===== src/rtl/rgb_pwm_sequencer.sv =====
// Multi-channel PWM sequencer (off/steady/blink/breathe) with a frame-aligned config shadow.
// Optional feature: define RGB_PWM_BREATHE_EN for the per-channel breathe level ramp.
module rgb_pwm_sequencer #(
    parameter int NCH     = 3,
    parameter int PWM_W   = 8,
    parameter int PRESC_W = 16,
    parameter int BLINK_W = 8,
    localparam int CH_W   = (NCH > 1) ? $clog2(NCH) : 1
) (
    input  logic               hw_clk,
    input  logic               rst_n,
    input  logic [PRESC_W-1:0] presc,
    input  logic               cfg_valid,
    output logic               cfg_ready,
    input  logic [CH_W-1:0]    cfg_ch,
    input  logic [1:0]         cfg_mode,
    input  logic [PWM_W-1:0]   cfg_duty,
    input  logic [BLINK_W-1:0] cfg_period,
    output logic [NCH-1:0]     pwm_out,
    output logic               frame_tick
);

    typedef enum logic [1:0] {
        MODE_OFF     = 2'd0,
        MODE_STEADY  = 2'd1,
        MODE_BLINK   = 2'd2,
        MODE_BREATHE = 2'd3
    } mode_e;

    logic [PRESC_W-1:0] pre_cnt;
    logic [PWM_W-1:0]   pcnt;
    logic               tick;
    logic               boundary;
    logic               cfg_take;
    logic               apply;

    logic [CH_W-1:0]    sh_ch;
    mode_e              sh_mode;
    logic [PWM_W-1:0]   sh_duty;
    logic [BLINK_W-1:0] sh_period;

    mode_e              ch_mode   [NCH];
    logic [PWM_W-1:0]   ch_duty   [NCH];
    logic [BLINK_W-1:0] ch_period [NCH];
    logic [BLINK_W-1:0] step_cnt  [NCH];
    logic               blink_on  [NCH];
    logic [PWM_W-1:0]   eff       [NCH];
`ifdef RGB_PWM_BREATHE_EN
    logic [PWM_W-1:0]   level     [NCH];
    logic               falling   [NCH];
`endif

    // >= rather than == so a live lowering of presc cannot strand the prescaler.
    assign tick     = (pre_cnt >= presc);
    assign boundary = tick && (pcnt == '1);
    assign cfg_take = cfg_valid && cfg_ready && (32'(cfg_ch) < 32'(NCH));
    assign apply    = boundary && !cfg_ready;

    always_ff @(posedge hw_clk or negedge rst_n) begin
        if (!rst_n) begin
            pre_cnt    <= '0;
            pcnt       <= '0;
            frame_tick <= 1'b0;
        end else begin
            frame_tick <= boundary;
            if (tick) begin
                pre_cnt <= '0;
                pcnt    <= pcnt + PWM_W'(1);
            end else begin
                pre_cnt <= pre_cnt + PRESC_W'(1);
            end
        end
    end

    // A config taken on a boundary cycle is not yet pending, so it waits for the next one.
    always_ff @(posedge hw_clk or negedge rst_n) begin
        if (!rst_n) begin
            cfg_ready <= 1'b1;
            sh_ch     <= '0;
            sh_mode   <= MODE_OFF;
            sh_duty   <= '0;
            sh_period <= '0;
        end else if (cfg_take) begin
            cfg_ready <= 1'b0;
            sh_ch     <= cfg_ch;
            sh_mode   <= mode_e'(cfg_mode);
            sh_duty   <= cfg_duty;
            sh_period <= cfg_period;
        end else if (apply) begin
            cfg_ready <= 1'b1;
        end
    end

    always_ff @(posedge hw_clk or negedge rst_n) begin
        if (!rst_n) begin
            for (int unsigned i = 0; i < NCH; i++) begin
                ch_mode[i]   <= MODE_OFF;
                ch_duty[i]   <= '0;
                ch_period[i] <= '0;
                step_cnt[i]  <= '0;
                blink_on[i]  <= 1'b1;
`ifdef RGB_PWM_BREATHE_EN
                level[i]     <= '0;
                falling[i]   <= 1'b0;
`endif
            end
        end else begin
            for (int unsigned i = 0; i < NCH; i++) begin
                if (apply && (sh_ch == CH_W'(i))) begin
                    ch_mode[i]   <= sh_mode;
                    ch_duty[i]   <= sh_duty;
                    ch_period[i] <= sh_period;
                    step_cnt[i]  <= '0;
                    blink_on[i]  <= 1'b1;
`ifdef RGB_PWM_BREATHE_EN
                    level[i]     <= '0;
                    falling[i]   <= 1'b0;
`endif
                end else if (boundary) begin
                    if (step_cnt[i] == ch_period[i]) begin
                        step_cnt[i] <= '0;
                        blink_on[i] <= !blink_on[i];
`ifdef RGB_PWM_BREATHE_EN
                        // Triangle between 0 and duty; duty 0 pins the level.
                        if (ch_duty[i] == '0) begin
                            level[i] <= '0;
                        end else if (!falling[i]) begin
                            if (level[i] >= ch_duty[i]) begin
                                falling[i] <= 1'b1;
                                level[i]   <= level[i] - PWM_W'(1);
                            end else begin
                                level[i] <= level[i] + PWM_W'(1);
                            end
                        end else begin
                            if (level[i] == '0) begin
                                falling[i] <= 1'b0;
                                level[i]   <= level[i] + PWM_W'(1);
                            end else begin
                                level[i] <= level[i] - PWM_W'(1);
                            end
                        end
`endif
                    end else begin
                        step_cnt[i] <= step_cnt[i] + BLINK_W'(1);
                    end
                end
            end
        end
    end

    always_comb begin
        for (int unsigned i = 0; i < NCH; i++) begin
            eff[i] = '0;
            case (ch_mode[i])
                MODE_STEADY:  eff[i] = ch_duty[i];
                MODE_BLINK:   eff[i] = blink_on[i] ? ch_duty[i] : '0;
`ifdef RGB_PWM_BREATHE_EN
                MODE_BREATHE: eff[i] = level[i];
`else
                MODE_BREATHE: eff[i] = ch_duty[i];
`endif
                default:      eff[i] = '0;
            endcase
        end
    end

    always_ff @(posedge hw_clk or negedge rst_n) begin
        if (!rst_n) begin
            pwm_out <= '0;
        end else begin
            for (int unsigned i = 0; i < NCH; i++) begin
                pwm_out[i] <= (pcnt < eff[i]);
            end
        end
    end

endmodule

===== config.mk =====
export PLATFORM = sky130hd
export DESIGN_NAME = rgb_pwm_sequencer
export DESIGN_NICKNAME = d
export VERILOG_FILES = /design/src/rtl/rgb_pwm_sequencer.sv
export SDC_FILE = /design/constraint.sdc
export NUM_CORES = 1
export LEC_CHECK = 0
export ABC_AREA = 1
export CAP_MARGIN = 20
export CORE_AREA = 4 4 111 113
export DETAILED_ROUTE_END_ITERATION = 10
export DIE_AREA = 0 0 115 117
export HOLD_SLACK_MARGIN = 0.1
export PLACE_DENSITY = 0.79
export RECOVER_POWER = 25
export SLEW_MARGIN = 20
export SYNTH_ARGS = -nofsm -noshare
export SYNTH_HDL_FRONTEND = slang
export SYNTH_SLANG_ARGS = --single-unit

===== constraint.sdc =====
create_clock -name hw_clk -period 4.43 [get_ports hw_clk]
set_clock_uncertainty 0.15 [all_clocks]
set_input_delay 0.886 -clock hw_clk [delete_from_list [all_inputs] [get_ports hw_clk]]
set_output_delay 0.886 -clock hw_clk [all_outputs]
set_load 0.05 [all_outputs]

=== After elaboration in Yosys (flattened, before gate mapping) ===
Index checks and enable logic that the tools add are counted.

* $add $sub $neg: 5
* Magnitude comparators: 5
* Equal/unequal tests: 15
* Muxes and demuxes: 27
* Reduce and logical (&&, ||, !) cells: 25

{| class="wikitable"
|+ Operator list
! operator !! count
|-
| $mux 8 || 12
|-
| $pmux 8 s2 || 3
|-
| $add 8x1->8 const B || 4
|-
| $eq 8x8->1 || 3
|-
| $lt 8x8->1 || 3
|-
| $add 16x1->16 const B || 1
|-
| $ge 16x16->1 || 1
|-
| $mux 16 || 1
|-
| $eq 2x2->1 const B || 7
|-
| $reduce_bool 2->1 || 7
|-
| $mux 1 || 11
|-
| $eq 2x1->1 const B || 4
|-
| $eq 8x8->1 const B || 1
|-
| $logic_and 1x1->1 || 7
|-
| $reduce_and 2->1 || 3
|-
| $reduce_or 2->1 || 3
|-
| $logic_not 1->1 || 4
|-
| $logic_not 2->1 || 1
|-
| $lt 2x2->1 const B || 1
|}

* Register bits after elaboration: 130
* Output and inout port bits: 5
* Logic and storage cells: 101

=== Longest topological paths before layout ===
* Depth after elaboration: 6
* Depth in mapped cells: 17
* Gate-level depth less buffers: 16

=== Least setup slack after synthesis ===
No wires, ideal clock.

* Path type: input port to flip-flop
* Start: in presc[7]
* End: reg ch_period[16] (netlist name)
* Library setup time: 133 ps
* Arrival time: 2263 ps
* Required time: 4147 ps
* Slack: 1884 ps
* Stages: 14
* Path through: inv_1 > ha_1 > nand2_1 > inv_1 > nand2_1 > nor2_1 > nor2_1 > nand2_1 > nand2_1 > nand2_2 > nand4_2 > clkbuf_1 > nand2_1 > o21ai_0

* Word-level cells in the longest chain between the ends: 4

{| class="wikitable"
|+ RTL lines
! element !! RTL line !! source
|-
| start, declared || 12 || <nowiki>input logic [PRESC_W-1:0] presc,</nowiki>
|-
| $ge 16x16->1 || 54 || <nowiki>assign tick = (pre_cnt >= presc);</nowiki>
|-
| $logic_and 1x1->1 || 55 || <nowiki>assign boundary = tick && (pcnt == '1);</nowiki>
|-
| $logic_and 1x1->1 || 57 || <nowiki>assign apply = boundary && !cfg_ready;</nowiki>
|-
| $logic_and 1x1->1 || 109 || <nowiki>if (apply && (sh_ch == CH_W'(i))) begin</nowiki>
|-
| end signal, assigned by index || 112 || <nowiki>ch_period[i] <= sh_period;</nowiki>
|-
| end, declared || 44 || <nowiki>logic [BLINK_W-1:0] ch_period [NCH];</nowiki>
|}

No other way between the ends.
A chain may end at the register's enable or synchronous reset.

=== Worst setup path after layout ===
* Start: in presc[7]
* End: reg step_cnt[9] (netlist name)

* Word-level cells in the longest chain between the ends: 5

{| class="wikitable"
|+ RTL lines
! element !! RTL line !! source
|-
| $ge 16x16->1 * || 54 ||
|-
| $logic_and 1x1->1 * || 55 ||
|-
| $logic_and 1x1->1 || 57 ||
|-
| $logic_and 1x1->1 || 109 ||
|-
| $mux 8 / $reduce_bool 2->1 (equally long branches) || - ||
|-
| end signal, assigned by index || 144 || <nowiki>step_cnt[i] <= step_cnt[i] + BLINK_W'(1);</nowiki>
|-
| end, declared || 45 || <nowiki>logic [BLINK_W-1:0] step_cnt [NCH];</nowiki>
|}

Every way passes the cells marked *; elsewhere a longest branch is shown, timed or not.

==> metrics.cfg <==
[clocking]
cts_num_sinks=130
root_buffer=clkbuf_16
cts_made_buffers=17
cts_hold_buf=0
post-cts-setup-buffers=0
cts_resized=0
clkLatencyLatePin_ps=410
cts_tree=yes
h-tree-depth=4
cts_buffer_depth=2
clkTransAtPathRegs_ps=50

[power_and_ir_drop]
p_int_uw=2570
switchingPower_uw=1050
p_leak_uw=0.00392
power_frac_clock_pct=41.1
power_density_nw_per_um2=459
pwr-share-seq_pct=40.5
ir_drop_v=0.000347
p_comb_share_pct=18.4
swShare_pct=29.0

[die]
dieArea_um2=13500
core_area_um2=11300
initial_utilization_pct=59.0
die_w_um=115
top_level_ports=44
rows=39
die_y_um=117

[route]
drtPass1Iterations=6
drcViolationCount=0
wl_per_cell_um=14.8
viasPerCell=5.57
drtIter0Drc=471
postRouteAntennaNets=0
wirelength_mm=14.5
vias=5452

[critical_path]
r2r_cells=13
crit_type=in -> reg
endpoint_kind=register
arrival_ps=3490
crit_start=presc[7]
timing.rr.start=pre_cnt[7]$_DFF_PN0_
endpoint=step_cnt[9]$_DFFE_PN0P_
rr_endpoint=step_cnt[9]$_DFFE_PN0P_
startpoint_type=primary input
critPathMaxFanout=31
cp_data_required_time_ps=4600
rrSetupSlack_ps=1630

[synth]
synth-compound-area-share_pct=10.1
yosys.area.top_type_share_pct=47.2
synth_ff_type=dfrtp_1
synth_top_area_cell=dfrtp_1
async_reset_ff_share_pct=100
synthMuxAreaShare_pct=0
synth.area.top_cells=dfrtp_1, nand2_1, ha_1
synth_top_cells_by_count=nand2_1, dfrtp_1, o21ai_0
yosys.area_share.simple_pct=20.7
yosysUniqueCellTypes=27
synth_fa_ha_area_share_pct=7.87
synth_edf_count=0
yosysMostFrequentCell=nand2_1
synth.net_count=859
synth_cells=778
synthXorXnorAreaFrac_pct=6.56
seq_area_frac_synth_pct=48.8
yosys_warnings=0
synth_area_per_cell_um2=8.58
netlist_area_um2=6680
ys_seq_elements=130
synth_top_family_by_area=simple AND/OR/NAND/NOR gates

[sta]
hold_violations=0
slew_headroom_pct=-32.1
final.period_utilization_pct=74.9
slew_viol_final=81
max_freq_mhz=301
fin_crit_ps=3320
finalSetupViolCount=0
tns_ps=0
tightest_slew_ps=1980
rsz0062_at_grt=false

[global_routing]
grt_max_degree=82
grtUsageTotal_pct=23.1
grt_pass1_wl_mm=24.5
grt_pass1_vias=5194
antenna_found_initial=0
grtUsageMet2_pct=37.6
overflow=0
grt.busiest_layer=met2
grt_use_met1_pct=31.5
use_met3_pct=5.24

[flow_run]
drv_cap=1

[finish]
nFillCells=819
layout-drive-gt1-share_pct=6.70
fin_cells=979
n_antenna_cell=0
area_growth_pct=18.0
final_nets=904

[worst_hold_path]
hold_class=reg -> reg

[run_status]
status=finished with violations
violations=capacitance limit, slew limit

[place]
dp_cells=947
place_hpwl_mm=9.86
portBuffers=43
gp_congestion=0.837

-- metal layers --
layer,vias up,share of wire [%]
met1,2627,44
met5,-,0
li1,2616,-
met2,186,49
met3,23,5.9
met4,0,1.4
-- cell type report --
| cell class | instances | area (um2) | area share (%) |
|---|---|---|---|
| Clock buffer | 19 | 453 | 5.75 |
| Clock inverter | 13 | 183 | 2.32 |
| Inverter | 83 | 312 | 3.95 |
| Multi-Input combinational cell | 543 | 3020 | 38.3 |
| Sequential cell | 130 | 3260 | 41.4 |
| Tap cell | 143 | 179 | 2.27 |
| Timing Repair Buffer | 48 | 475 | 6.03 |
-- worst min-delay path by stage --
stage	end	startpoint	cells past startpoint	slack [ps]
5_1_grt	blink_on[2]$_DFFE_PN1P_	blink_on[2]$_DFFE_PN1P_	2	350
4_1_cts	blink_on[2]$_DFFE_PN1P_	blink_on[2]$_DFFE_PN1P_	2	330
3_5_place_dp	blink_on[2]$_DFFE_PN1P_	blink_on[2]$_DFFE_PN1P_	2	320
6_report	blink_on[2]$_DFFE_PN1P_	blink_on[2]$_DFFE_PN1P_	2	330
3_3_place_gp	blink_on[0]$_DFFE_PN1P_	blink_on[0]$_DFFE_PN1P_	2	310
2_1_floorplan	blink_on[0]$_DFFE_PN1P_	blink_on[0]$_DFFE_PN1P_	2	300
-- stage by stage --
step | total power, uW | utilization [%] | hold WS, ps | setup slack, ps | cell area, um2
4_1_cts | 3630 | 69.6 | 329 | 1110 | 7880
6_report | 3620 | 69.6 | 331 | 1110 | 7880
5_1_grt | 3820 | 69.6 | 346 | 841 | 7880
3_3_place_gp | 2090 | 64.0 | 312 | 807 | 7250
3_5_place_dp | 2140 | 64.0 | 322 | 674 | 7250
2_1_floorplan | 1900 | - | 299 | 1880 | 6680
-- worst max-delay path: stages --
cell	delay, ps
clkdlybuf4s50_1	450
inv_1	40
ha_1	290
nand2_1	50
inv_1	60
nand2_1	70
nor2_1	100
nor2_1	50
nand2_1	50
nand2_1	50
nand2_2	310
nand2_2	80
inv_1	680
nand2_1	100
o21ai_0	210
-- kinds of logic after synthesis --
| group | count (synthesis) |
|---|---|
| AOI/OAI and AO/OA | 130 |
| xor gates and xnor gates | 50 |
| adders and majority gates | 42 |
| buffers and inverters | 105 |
| DFF | 130 |
| and+or+nand+nor | 321 |
-- flip-flops by register name (all words and copies together), names as in the netlist --
register	count
blink_on	3
cfg_ready	1
ch_duty	24
ch_mode	6
ch_period	24
frame_tick	1
pcnt	8
pre_cnt	16
pwm_out	3
sh_ch	2
sh_duty	8
sh_mode	2
sh_period	8
step_cnt	24
-- cells in the final DEF, fill, tap and decap left out, drive strengths merged --
cell type and n:
nand4 13, nor4 2, buf 5, dfstp 4, clkinvlp 4, o31ai 3, nand2 205, bufinv 4
nand3b 2, clkdlybuf4s50 42, nor4b 1, dfrtp 126, ha 42, xor2 31, or2 6, o21ai 88
nand3 33, a31oi 4, o21bai 1, o211ai 3, clkbuf 20, o21a 1, nor3 16, xnor2 19
a21oi 30, inv 84, nor2 43, clkinv 4
-- power groups by stage --
stage / Combinational (uW) / Clock (uW) / Sequential [uW]
floorplan: 396 / 0 / 1500
global placement: 621 / 0 / 1470
detailed placement: 660 / 0 / 1480
CTS: 673 / 1500 / 1460
global route: 767 / 1570 / 1480
finish: 666 / 1490 / 1460
Note: power is estimated with default switching activity, not from simulation.
